`src/rtl/gate_check_seq_if.sv`:
```
// Signal bundle between the gate-check sequencer (slave) and its controller/gate side (master).
interface gate_check_seq_if #(
    parameter int N_IN = 2
);
    logic            start;
    logic            abort;
    logic            dut_out;
    logic [N_IN-1:0] dut_in;
    logic            busy;
    logic            done;
    logic            pass;
    logic [N_IN:0]   err_count;
    logic [N_IN-1:0] fail_vec;

    modport master (
        output start, abort, dut_out,
        input  dut_in, busy, done, pass, err_count, fail_vec
    );

    modport slave (
        input  start, abort, dut_out,
        output dut_in, busy, done, pass, err_count, fail_vec
    );
endinterface

```
`src/rtl/gate_check_seq.sv`:
```
// Sweeps all input vectors of a combinational gate, samples its output after a
// settle time and compares against an expected truth table.
module gate_check_seq #(
    parameter int                   N_IN   = 2,
    parameter logic [2**N_IN-1:0]   EXP_TT = 4'b1000,
    parameter int                   SETTLE = 2
) (
    input  logic             clk,
    input  logic             rst_n,
    gate_check_seq_if.slave  gbus
);
    localparam int             CW       = (SETTLE > 1) ? $clog2(SETTLE) : 1;
    localparam logic [CW-1:0]  CNT_INIT = CW'(SETTLE - 1);

    typedef enum logic [1:0] {S_IDLE, S_SETTLE, S_CHECK, S_DONE} state_t;

    state_t          state_q, state_d;
    logic [N_IN-1:0] vec_q, vec_d;
    logic [CW-1:0]   cnt_q, cnt_d;
    logic [N_IN-1:0] dut_in_q, dut_in_d;
    logic            busy_q, busy_d;
    logic            done_q, done_d;
    logic            pass_q, pass_d;
    logic [N_IN:0]   err_q, err_d;
    logic [N_IN-1:0] fail_q, fail_d;
    logic            ff_q, ff_d;
    logic            mismatch;
    logic [N_IN:0]   err_next;

    // Default to mismatch so an X/Z gate output is counted as an error.
    always_comb begin
        mismatch = 1'b1;
        if (gbus.dut_out == EXP_TT[vec_q]) mismatch = 1'b0;
        err_next = err_q + (N_IN+1)'(mismatch);
    end

    always_comb begin
        state_d  = state_q;
        vec_d    = vec_q;
        cnt_d    = cnt_q;
        dut_in_d = dut_in_q;
        busy_d   = busy_q;
        done_d   = done_q;
        pass_d   = pass_q;
        err_d    = err_q;
        fail_d   = fail_q;
        ff_d     = ff_q;

        case (state_q)
            S_IDLE, S_DONE: begin
                if (gbus.start) begin
                    state_d  = S_SETTLE;
                    vec_d    = '0;
                    cnt_d    = CNT_INIT;
                    dut_in_d = '0;
                    busy_d   = 1'b1;
                    done_d   = 1'b0;
                    pass_d   = 1'b0;
                    err_d    = '0;
                    fail_d   = '0;
                    ff_d     = 1'b0;
                end
            end
            S_SETTLE: begin
                if (cnt_q == '0) state_d = S_CHECK;
                else             cnt_d   = cnt_q - CW'(1);
            end
            S_CHECK: begin
                err_d = err_next;
                if (mismatch && !ff_q) begin
                    fail_d = vec_q;
                    ff_d   = 1'b1;
                end
                if (vec_q == '1) begin
                    state_d  = S_DONE;
                    dut_in_d = '0;
                    busy_d   = 1'b0;
                    done_d   = 1'b1;
                    pass_d   = (err_next == '0);
                end else begin
                    state_d  = S_SETTLE;
                    vec_d    = vec_q + N_IN'(1);
                    dut_in_d = vec_q + N_IN'(1);
                    cnt_d    = CNT_INIT;
                end
            end
            default: state_d = S_IDLE;
        endcase

        // Abort overrides the CHECK update; partial err/fail results are kept.
        if ((state_q == S_SETTLE || state_q == S_CHECK) && gbus.abort) begin
            state_d  = S_IDLE;
            vec_d    = vec_q;
            cnt_d    = cnt_q;
            dut_in_d = '0;
            busy_d   = 1'b0;
            done_d   = 1'b0;
            pass_d   = 1'b0;
            err_d    = err_q;
            fail_d   = fail_q;
            ff_d     = ff_q;
        end
    end

    always_ff @(posedge clk or negedge rst_n) begin
        if (!rst_n) begin
            state_q  <= S_IDLE;
            vec_q    <= '0;
            cnt_q    <= '0;
            dut_in_q <= '0;
            busy_q   <= 1'b0;
            done_q   <= 1'b0;
            pass_q   <= 1'b0;
            err_q    <= '0;
            fail_q   <= '0;
            ff_q     <= 1'b0;
        end else begin
            state_q  <= state_d;
            vec_q    <= vec_d;
            cnt_q    <= cnt_d;
            dut_in_q <= dut_in_d;
            busy_q   <= busy_d;
            done_q   <= done_d;
            pass_q   <= pass_d;
            err_q    <= err_d;
            fail_q   <= fail_d;
            ff_q     <= ff_d;
        end
    end

    assign gbus.dut_in    = dut_in_q;
    assign gbus.busy      = busy_q;
    assign gbus.done      = done_q;
    assign gbus.pass      = pass_q;
    assign gbus.err_count = err_q;
    assign gbus.fail_vec  = fail_q;
endmodule

```
`src/flat_wrapper.sv`:
```
// flat-port wrapper written by rule: the top's interface ports become plain ports
module gate_check_seq_flat 
#(
    parameter int                   N_IN   = 2,
    parameter logic [2**N_IN-1:0]   EXP_TT = 4'b1000,
    parameter int                   SETTLE = 2
)
  (clk, rst_n, gbus_start, gbus_abort, gbus_dut_out, gbus_dut_in, gbus_busy, gbus_done, gbus_pass, gbus_err_count, gbus_fail_vec);
  gate_check_seq_if #(.N_IN(N_IN)) gbus_i ();
  input  logic clk;
  input  logic rst_n;
  input wire logic [$bits(gbus_i.start)-1:0] gbus_start;
  input wire logic [$bits(gbus_i.abort)-1:0] gbus_abort;
  input wire logic [$bits(gbus_i.dut_out)-1:0] gbus_dut_out;
  output wire logic [$bits(gbus_i.dut_in)-1:0] gbus_dut_in;
  output wire logic [$bits(gbus_i.busy)-1:0] gbus_busy;
  output wire logic [$bits(gbus_i.done)-1:0] gbus_done;
  output wire logic [$bits(gbus_i.pass)-1:0] gbus_pass;
  output wire logic [$bits(gbus_i.err_count)-1:0] gbus_err_count;
  output wire logic [$bits(gbus_i.fail_vec)-1:0] gbus_fail_vec;
  assign gbus_i.start = gbus_start;
  assign gbus_i.abort = gbus_abort;
  assign gbus_i.dut_out = gbus_dut_out;
  assign gbus_dut_in = gbus_i.dut_in;
  assign gbus_busy = gbus_i.busy;
  assign gbus_done = gbus_i.done;
  assign gbus_pass = gbus_i.pass;
  assign gbus_err_count = gbus_i.err_count;
  assign gbus_fail_vec = gbus_i.fail_vec;
  gate_check_seq #(.N_IN(N_IN), .EXP_TT(EXP_TT), .SETTLE(SETTLE)) u_core (.clk(clk), .rst_n(rst_n), .gbus(gbus_i));
endmodule
```
`config.mk`:
```
export PLATFORM = sky130hd
export DESIGN_NAME = gate_check_seq_flat
export DESIGN_NICKNAME = d
export VERILOG_FILES = /design/src/rtl/gate_check_seq_if.sv /design/src/rtl/gate_check_seq.sv /design/src/flat_wrapper.sv
export SDC_FILE = /design/constraint.sdc
export NUM_CORES = 1
export LEC_CHECK = 0
export CELL_PAD_IN_SITES_DETAIL_PLACEMENT = 0
export CELL_PAD_IN_SITES_GLOBAL_PLACEMENT = 2
export CORE_UTILIZATION = 38
export CTS_CLUSTER_DIAMETER = 150
export CTS_CLUSTER_SIZE = 40
export DETAILED_ROUTE_END_ITERATION = 16
export DONT_BUFFER_PORTS = 1
export PLACE_DENSITY = 0.73
export SYNTH_ARGS = -nofsm -noshare
export SYNTH_HDL_FRONTEND = slang
export SYNTH_SLANG_ARGS = --single-unit
```
`constraint.sdc`:
```
create_clock -name clk -period 2.14 [get_ports clk]
set_input_delay 0.428 -clock clk [delete_from_list [all_inputs] [get_ports clk]]
set_output_delay 0.428 -clock clk [all_outputs]
set_load 0.01 [all_outputs]
```
# == Yosys cells after proc, flatten, opt, wreduce, memory -nomap -nowiden ==
# Index checks and enable logic that the tools add are counted.
# classes
add_sub_neg,3
magnitude_cmp,1
eq_ne,11
mux,34
n_bitwise,1
n_reduce_logical,16
# ops
cell,n
2-bit two-way mux,9
1-bit two-way mux,13
2-bit case mux with 2 select lines,3
3-bit AND reduction,3
1-bit case mux with 2 select lines,4
4-bit AND reduction,2
"2-bit == test, second input constant",3
"3-bit by 2-bit inequality test with 1-bit output, second input constant",2
2-bit case mux with 3 select lines,1
3-bit case mux with 2 select lines,1
"2-bit inequality test, second input constant",2
2-bit AND reduction,2
3-bit by 1-bit adder with 3-bit output,1
3-bit zero test,1
"2-bit by 3-bit less-than comparator with 1-bit output, second input constant",1
3-bit two-way mux,1
"3-bit inequality test, second input constant",1
1-bit case mux with 3 select lines,1
3-bit nonzero test,1
"2-bit by 1-bit adder with 2-bit output, second input constant",1
1-bit binary-select mux with 2-bit select,1
"2-bit by 1-bit == test with 1-bit output, second input constant",1
1-bit logical AND,2
2-bit zero test,1
other kinds (8),8
# totals
register_bits,16
in_bits,5

# == Depth between registers and ports, before layout ==
# Gate-level depths: netlist of run 1.
# logic_depth
word_depth,9
mapped_depth,7

# == Worst setup path before layout of run 1 ==
# Ideal clock, no wire load.
# synth_path
path_kind,reg2reg
startpoint,register u_core.vec_q[0]
endpoint,"register u_core.pass_q, in the netlist u_core.gbus.pass"
arrival_time_ns,1.651
t_required_ns,2.074
slack_ns,0.423
stages_incl_launch_ff,7
path_buffers,0
period_less_slack_ns,1.717
path_cell_list,dfrtp_1 ha_1 xor2_2 ha_1 ha_1 nor3_1 a41o_1
# synth_via
elab_chain_cells,9
word_cells_on_any_way,12
cone_classes,add/sub (1); eq/ne (3); mux (6); reduce/logical (2)
# synth_lines
item,line,source
"start, declared",gate_check_seq.sv:18,"logic [N_IN-1:0] vec_q, vec_d;"
"start signal, assigned",gate_check_seq.sv:119,vec_q <= vec_d;
1-bit binary-select mux with 2-bit select,gate_check_seq.sv:33,if (gbus.dut_out == EXP_TT[vec_q]) mismatch = 1'b0;
1-bit two-way mux (not written as such),gate_check_seq.sv:33,
1-bit == test,gate_check_seq.sv:33,
1-bit two-way mux,gate_check_seq.sv:33,
3-bit by 1-bit adder with 3-bit output,gate_check_seq.sv:34,err_next = err_q + (N_IN+1)'(mismatch);
3-bit zero test,gate_check_seq.sv:79,pass_d = (err_next == '0);
1-bit two-way mux,gate_check_seq.sv:74,if (vec_q == '1) begin
1-bit case mux with 2 select lines,gate_check_seq.sv:49,case (state_q)
1-bit two-way mux,gate_check_seq.sv:91,if ((state_q == S_SETTLE || state_q == S_CHECK) && gbus.abort) begin
"end signal, assigned",gate_check_seq.sv:124,pass_q <= pass_d;
"end, declared",gate_check_seq.sv:23,"logic pass_q, pass_d;"
# Parallel ways exist; a longest one is shown, timed or not. The select of a mux whose other input is x is not followed.
# A chain may end at the register's enable or synchronous reset.

# == Worst setup path after layout of run 1 ==
# Ends and elaborated chain as after synthesis.

==> flow_metrics.env, run 1 <==
export IMPL_drt_pass1_iterations=4
export IMPL_final_cell_mix="dfrtp_1, nand2_1, o21ai_0, nand3_1, ha_1"
export IMPL_cp_slowest_cell="dfrtp_1"
export IMPL_drt_iter0_markers=8
export IMPL_critical_path_class="flip-flop to flip-flop"
export IMPL_max_clock_freq_mhz=549
export IMPL_final_net_count=110
export IMPL_critPathTopFamily="adder cells"
export IMPL_pre_cts_ws_ns=0.337
export IMPL_fp_dieW_microns=51.9
export IMPL_worstSetupStartpointType="flip-flop"
export IMPL_post_route_min_period_ns=1.82
export IMPL_clkSinkCount=16
export IMPL_syn_inst=93
export IMPL_clock_latency_ns=0.29
export IMPL_grt_usage=0.168
export IMPL_cts_resized=0
export IMPL_yosysTopAreaCellShare=0.424
export IMPL_final_common_cell="dfrtp_1"
export IMPL_cp_end_kind="flip-flop"
export IMPL_cp_data_required_time_ns=2.37
export IMPL_hold_viol=0
export IMPL_run_status="finished clean"
export IMPL_post_drt_wl_per_cell_microns=14.2
export IMPL_routabilityCongestion=0.741
export IMPL_intPower_uw=722
export IMPL_core_rowCount=17
export IMPL_cts_clk_slew_worst_paths_ns=0.11
export IMPL_ys_warn_count=0
export IMPL_yosysSeqAreaShare=0.424
export IMPL_die_y_microns=51.9
export IMPL_die_area_sq_mm=0.00269
export IMPL_tritoncts="done"
export IMPL_cp_num_buf_inv=0
export IMPL_grt_pass1_wl_microns=3280
export IMPL_wl_microns=1790
export IMPL_avgViaCountPerCell=5.36
export IMPL_grt_max_degree=17
export IMPL_peakVddDrop_v=0.000592
export IMPL_num_antenna_cells=0
export IMPL_ys_seq_elements=16
export IMPL_worst_pin_slew_ns=0.756
export IMPL_power_frac_comb=0.468
export IMPL_switchingPower_uw=487
export IMPL_grt_pass1_vias=714
export IMPL_rsz0062_at_grt="false"
export IMPL_seq_power_share=0.360
export IMPL_utilization=0.451
export IMPL_synth_top_cells_by_area="dfrtp_1, ha_1, nand2_1"
export IMPL_slew_limit_headroom=0.494
export IMPL_drv_slew=0
export IMPL_p_per_area_mw_per_mm2=1180
export IMPL_drc=0
export IMPL_switching_share=0.403
export IMPL_leakage_uw=0.000450
export IMPL_crit_arrival_ns=2.06
export IMPL_port_buffers=0
export IMPL_critPathMaxFanout=6
export IMPL_finClkSkew_ns=0.00535
export IMPL_hp_class="primary input to flip-flop"
export IMPL_syn_avg_cell_area_sq_um=10.2
export IMPL_cts_root_buf="clkbuf_4"
export IMPL_yosysTopAreaCell="dfrtp_1"
export IMPL_yosysUniqueCellTypes=32
export IMPL_ios=15
export IMPL_cp_common_cell="ha_1"
export IMPL_syn_cell_area_sq_um=945
export IMPL_clock_power_share=0.172
export IMPL_clk_path_buf_depth=2
export IMPL_setup_violations=0
export IMPL_area_growth_pct=8.74
export IMPL_via_count=675
export IMPL_drive_gt1_frac=0.194
export IMPL_grt_overflow_total=0
export IMPL_start_util=0.415
export IMPL_dpl_hpwl_microns=1330
export IMPL_min_period_over_period=0.851
export IMPL_whs_ns=0.340
export IMPL_fin_ws_ns=0.318
export IMPL_fp_coreArea_sq_mm=0.00228
export IMPL_cts_made_buffers=3
export IMPL_htreeDepth=1
export IMPL_grt_antenna_before_repair=0
export IMPL_detail_route_antenna_nets=0
export IMPL_max_cap_violations=0
export IMPL_finalSetupTns_ns=0
export IMPL_crit_chain="ha_1, xor2_2, ha_1, ha_1, nor3_1, a41o_1"
export IMPL_slowest_delay_ns=0.43
export IMPL_synth_fp_nets=104
-- logic make-up after synthesis --
| kind of cell | synth area share |
|---|---|
| flops | 0.424 |
| buf+inv | 0.0424 |
| compound gates | 0.229 |
| fa+ha+maj | 0.0795 |
| simple gates | 0.187 |
| mux | 0.0212 |
| xor+xnor | 0.0172 |
-- sequential cells by signal (all words and copies together) (netlist names) --
register,cells
u_core.state_q,2
u_core.vec_q,2
u_core.ff_q,1
u_core.gbus.err_count,3
u_core.gbus.pass,1
u_core.gbus.busy,1
u_core.cnt_q,1
u_core.gbus.dut_in,2
u_core.gbus.done,1
u_core.gbus.fail_vec,2
-- timing repair --
action / CTS / global route
hold buffers: 1 / 0
buffers inserted: 0 / 0
hold endpoints to repair: 16 / 0
-- metrics by stage --
stage / power, uW / cells / instance area, sq um
floorplan: 907 / 93 / 945
global placement: 1010 / 121 / 981
detailed placement: 1010 / 121 / 981
CTS: 1230 / 126 / 1030
global route: 1310 / 126 / 1030
finish: 1210 / 126 / 1030
-- power by group through the flow --
| stage | sequential (uW) | clock [uW] | combinational (uW) |
|---|---|---|---|
| after floorplan | 431 | 0 | 476 |
| after global placement | 441 | 0 | 565 |
| after detailed placement | 444 | 0 | 563 |
| after CTS | 437 | 220 | 574 |
| after global routing | 445 | 226 | 641 |
| final | 436 | 208 | 565 |
-- per-layer routing --
layer,GRT usage,vias to the layer above,share of wire
li1,-,343,-
met2,0.265,11,0.45
met1,0.213,319,0.51
met5,0,-,0
met3,0.0409,2,0.037
met4,0.0811,0,0.0078
-- cell usage after synthesis --
master	count
nor2b_1	1
a22o_1	2
nand2b_1	2
ha_1	6
o21ai_0	9
nand2_1	15
inv_1	5
o221ai_4	1
buf_6	1
o22ai_1	1
xor2_2	1
nor2_2	1
nor3_1	2
nand2b_2	1
a21oi_1	2
o311ai_1	1
o22a_1	1
o21bai_4	1
dfrtp_1	16
nand3_1	6
mux2i_1	2
a31o_2	1
o311ai_2	2
a41o_1	1
nand2b_4	1
and2_4	1
and2b_2	1
a31oi_1	1
nor2_1	4
buf_2	2
a22o_2	1
o211ai_1	1
-- worst paths after layout --
check	to	cells after the start	from	slack, ns
max in group asynchronous	u_core.ff_q$_DFFE_PN0P_	1	rst_n	1.02
max reg2reg	u_core.gbus.pass$_DFFE_PN0P_	6	u_core.vec_q[0]$_DFFE_PN0P_	0.32
min reg2reg	u_core.ff_q$_DFFE_PN0P_	1	u_core.ff_q$_DFFE_PN0P_	0.49
min in group asynchronous	u_core.gbus.err_count[2]$_DFFE_PN0P_	1	rst_n	0.64
min	u_core.state_q[0]$_DFFE_PN0P_	3	gbus_abort	0.34
max	u_core.gbus.pass$_DFFE_PN0P_	6	u_core.vec_q[0]$_DFFE_PN0P_	0.32
-- worst register-to-register path: stages, from the launching register on --
cell and delay (ns):
dfrtp_1 0.43, ha_1 0.30, xor2_2 0.18, ha_1 0.20, ha_1 0.28, nor3_1 0.19
a41o_1 0.19
-- cell type report --
| class | count | area, sq um |
|---|---|---|
| well taps | 28 | 35.0 |
| inverters | 5 | 18.8 |
| clock buffers | 4 | 36.3 |
| multi-input cells | 69 | 504 |
| repair buffers | 4 | 32.5 |
| fillers | 239 | 1250 |
| flip-flops and latches | 16 | 400 |
No activity file was read; power rests on OpenSTA's default activity.
==> run 2, diff against run 1 <==
--- a/config.mk
+++ b/config.mk
@@ -12,6 +12,7 @@
 export CTS_CLUSTER_SIZE = 40
 export DETAILED_ROUTE_END_ITERATION = 16
 export DONT_BUFFER_PORTS = 1
+export GPL_ROUTABILITY_DRIVEN = 0
 export PLACE_DENSITY = 0.73
 export SYNTH_ARGS = -nofsm -noshare
 export SYNTH_HDL_FRONTEND = slang
==> results of run 2 <==
Same layout as run 1: the final DEF is identical, and so are final timing and power.
==> run 3, diff against run 2 <==
--- a/config.mk
+++ b/config.mk
@@ -7,13 +7,14 @@
 export LEC_CHECK = 0
 export CELL_PAD_IN_SITES_DETAIL_PLACEMENT = 0
 export CELL_PAD_IN_SITES_GLOBAL_PLACEMENT = 2
-export CORE_UTILIZATION = 38
-export CTS_CLUSTER_DIAMETER = 150
+export CORE_UTILIZATION = 41
+export CTS_BUF_LIST = sky130_fd_sc_hd__clkbuf_8
+export CTS_CLUSTER_DIAMETER = 40
 export CTS_CLUSTER_SIZE = 40
 export DETAILED_ROUTE_END_ITERATION = 16
 export DONT_BUFFER_PORTS = 1
 export GPL_ROUTABILITY_DRIVEN = 0
-export PLACE_DENSITY = 0.73
+export PLACE_DENSITY = 0.78
 export SYNTH_ARGS = -nofsm -noshare
 export SYNTH_HDL_FRONTEND = slang
 export SYNTH_SLANG_ARGS = --single-unit
==> run 3 against run 2 <==
  * Combinational power fell by 0.9%
  * Utilization rose by 2.0 points
  * Largest cell class unchanged
  * Largest power group unchanged
  * Die area fell by 7.0%
  * Clock skew fell by 0.0029 ns
  * Setup slack got worse by 0.034 ns
  * Flip-flop and latch count did not move
  * Cell area rose by 0.49%
  * Fmax fell by 1.8%
  * Wire length rose by 0.11%
  * Worst hold slack improved by 0.059 ns
==> flow_metrics.env, run 3 (synthesized netlist as in run 1, its figures left out) <==
export IMPL_final_common_cell="dfrtp_1"
export IMPL_dpl_hpwl_microns=1310
export IMPL_core_rowCount=17
export IMPL_critical_path_class="flip-flop to flip-flop"
export IMPL_cts_resized=0
export IMPL_hp_class="primary input to flip-flop"
export IMPL_cts_root_buf="clkbuf_8"
export IMPL_post_route_min_period_ns=1.86
export IMPL_slew_limit_headroom=0.485
export IMPL_die_area_sq_mm=0.00250
export IMPL_cp_slowest_cell="dfrtp_1"
export IMPL_drc=0
export IMPL_finalSetupTns_ns=0
export IMPL_intPower_uw=743
export IMPL_p_per_area_mw_per_mm2=1180
export IMPL_port_buffers=0
export IMPL_via_count=679
export IMPL_die_y_microns=50
export IMPL_crit_chain="ha_1, xor2_2, ha_1, ha_1, nor3_1, a41o_1"
export IMPL_switching_share=0.392
export IMPL_drv_slew=0
export IMPL_seq_area_sq_um=400
export IMPL_crit_arrival_ns=2.04
export IMPL_grt_pass1_wl_microns=3300
export IMPL_largest_reg_flops=3
export IMPL_final_fill_count=216
export IMPL_tritoncts="done"
export IMPL_ctsHoldBuffers=1
export IMPL_grt_usage=0.173
export IMPL_power_uw=1220
export IMPL_fp_coreArea_sq_mm=0.00219
export IMPL_utilization=0.471
export IMPL_worstSetupStartpointType="flip-flop"
export IMPL_run_status="finished clean"
export IMPL_drt_pass1_iterations=4
export IMPL_leakage_uw=0.000451
export IMPL_grt_antenna_before_repair=0
export IMPL_slowest_delay_ns=0.42
export IMPL_area_growth_pct=9.27
export IMPL_htreeDepth=1
export IMPL_finClkSkew_ns=0.00246
export IMPL_ios=15
export IMPL_post_drt_wl_per_cell_microns=14.3
export IMPL_post_cts_buffers=0
export IMPL_seq_power_share=0.359
export IMPL_num_antenna_cells=0
export IMPL_cts_made_buffers=3
export IMPL_peakVddDrop_v=0.000701
export IMPL_cp_common_cell="ha_1"
export IMPL_rsz0062_at_grt="false"
export IMPL_final_cell_mix="dfrtp_1, nand2_1, o21ai_0, nand3_1, ha_1"
export IMPL_clock_power_share=0.183
export IMPL_detail_route_antenna_nets=0
export IMPL_critPathMaxFanout=6
export IMPL_cts_clk_slew_worst_paths_ns=0.06
export IMPL_power_frac_comb=0.458
export IMPL_stdcell_area_sq_mm=0.00103
export IMPL_drive_gt1_frac=0.186
export IMPL_drt_iter0_markers=6
export IMPL_clk_path_buf_depth=2
export IMPL_switchingPower_uw=479
export IMPL_hold_viol=0
export IMPL_setup_violations=0
export IMPL_grt_max_degree=17
export IMPL_grt_overflow_total=0
export IMPL_cp_end_kind="flip-flop"
export IMPL_final_net_count=110
export IMPL_fp_dieW_microns=50
export IMPL_place_area_sq_um=981
export IMPL_avgViaCountPerCell=5.43
export IMPL_start_util=0.431
export IMPL_multi_input_area_sq_um=504
export IMPL_min_period_over_period=0.867
export IMPL_max_clock_freq_mhz=539
export IMPL_wl_microns=1790
export IMPL_clkSinkCount=16
export IMPL_clock_latency_ns=0.24
export IMPL_worst_pin_slew_ns=0.771
export IMPL_cp_data_required_time_ns=2.32
export IMPL_grt_pass1_vias=718
export IMPL_max_cap_violations=0
run 3: cell types whose count changed in the layout (fill, tap and decap cells not counted):
cell,previous run,this run
clkbuf_8,1,3
clkbuf_4,3,0
run 3: final cells by class:
cell class / count / share of cell area
Timing Repair Buffer: 4 / 0.0315
Sequential cell: 16 / 0.388
Inverter: 5 / 0.0182
Tap cell: 28 / 0.0339
Clock buffer: 3 / 0.0400
Multi-Input combinational cell: 69 / 0.488
run 3: final timing paths:
check / startpoint / endpoint / slack (ns) / depth (start not counted)
worst max-delay path: u_core.vec_q[0]$_DFFE_PN0P_ / u_core.gbus.pass$_DFFE_PN0P_ / 0.28 / 6
worst min-delay path: gbus_abort / u_core.state_q[0]$_DFFE_PN0P_ / 0.40 / 3
worst max register to register: u_core.vec_q[0]$_DFFE_PN0P_ / u_core.gbus.pass$_DFFE_PN0P_ / 0.28 / 6
worst min register to register: u_core.ff_q$_DFFE_PN0P_ / u_core.ff_q$_DFFE_PN0P_ / 0.49 / 1
max in group asynchronous: rst_n / u_core.gbus.done$_DFFE_PN0P_ / 0.96 / 1
min in group asynchronous: rst_n / u_core.ff_q$_DFFE_PN0P_ / 0.70 / 1
run 3: layer usage:
metal  GRT usage  share of wire  vias up
met5           0              0        -
met4      0.0857         0.0073        0
met3      0.0278          0.026        2
met2       0.276           0.49        9
met1       0.223           0.48      329
li1            -              -      339
run 3: power groups by stage:
stage / clock network, uW / logic, uW / registers, uW
6_report: 223 / 560 / 439
5_1_grt: 240 / 636 / 452
4_1_cts: 237 / 568 / 440
3_5_place_dp: 0 / 559 / 445
3_3_place_gp: 0 / 553 / 440
2_1_floorplan: 0 / 476 / 431
run 3: metrics by stage:
step           setup slack [ns]  std cells  hold WS (ns)
3_3_place_gp              0.359        121         0.133
5_1_grt                   0.154        125         0.414
6_report                  0.284        125         0.399
4_1_cts                   0.271        125         0.399
2_1_floorplan             0.423         93         0.132
3_5_place_dp              0.279        121         0.133
run 3: worst max-delay path, delay by kind of cell, from the launching register on:
family | cells | cell delay (ns)
compound gates | 1 | 0.18
fa+ha+maj | 3 | 0.79
xor+xnor | 1 | 0.19
flops | 1 | 0.42
simple gates | 1 | 0.20
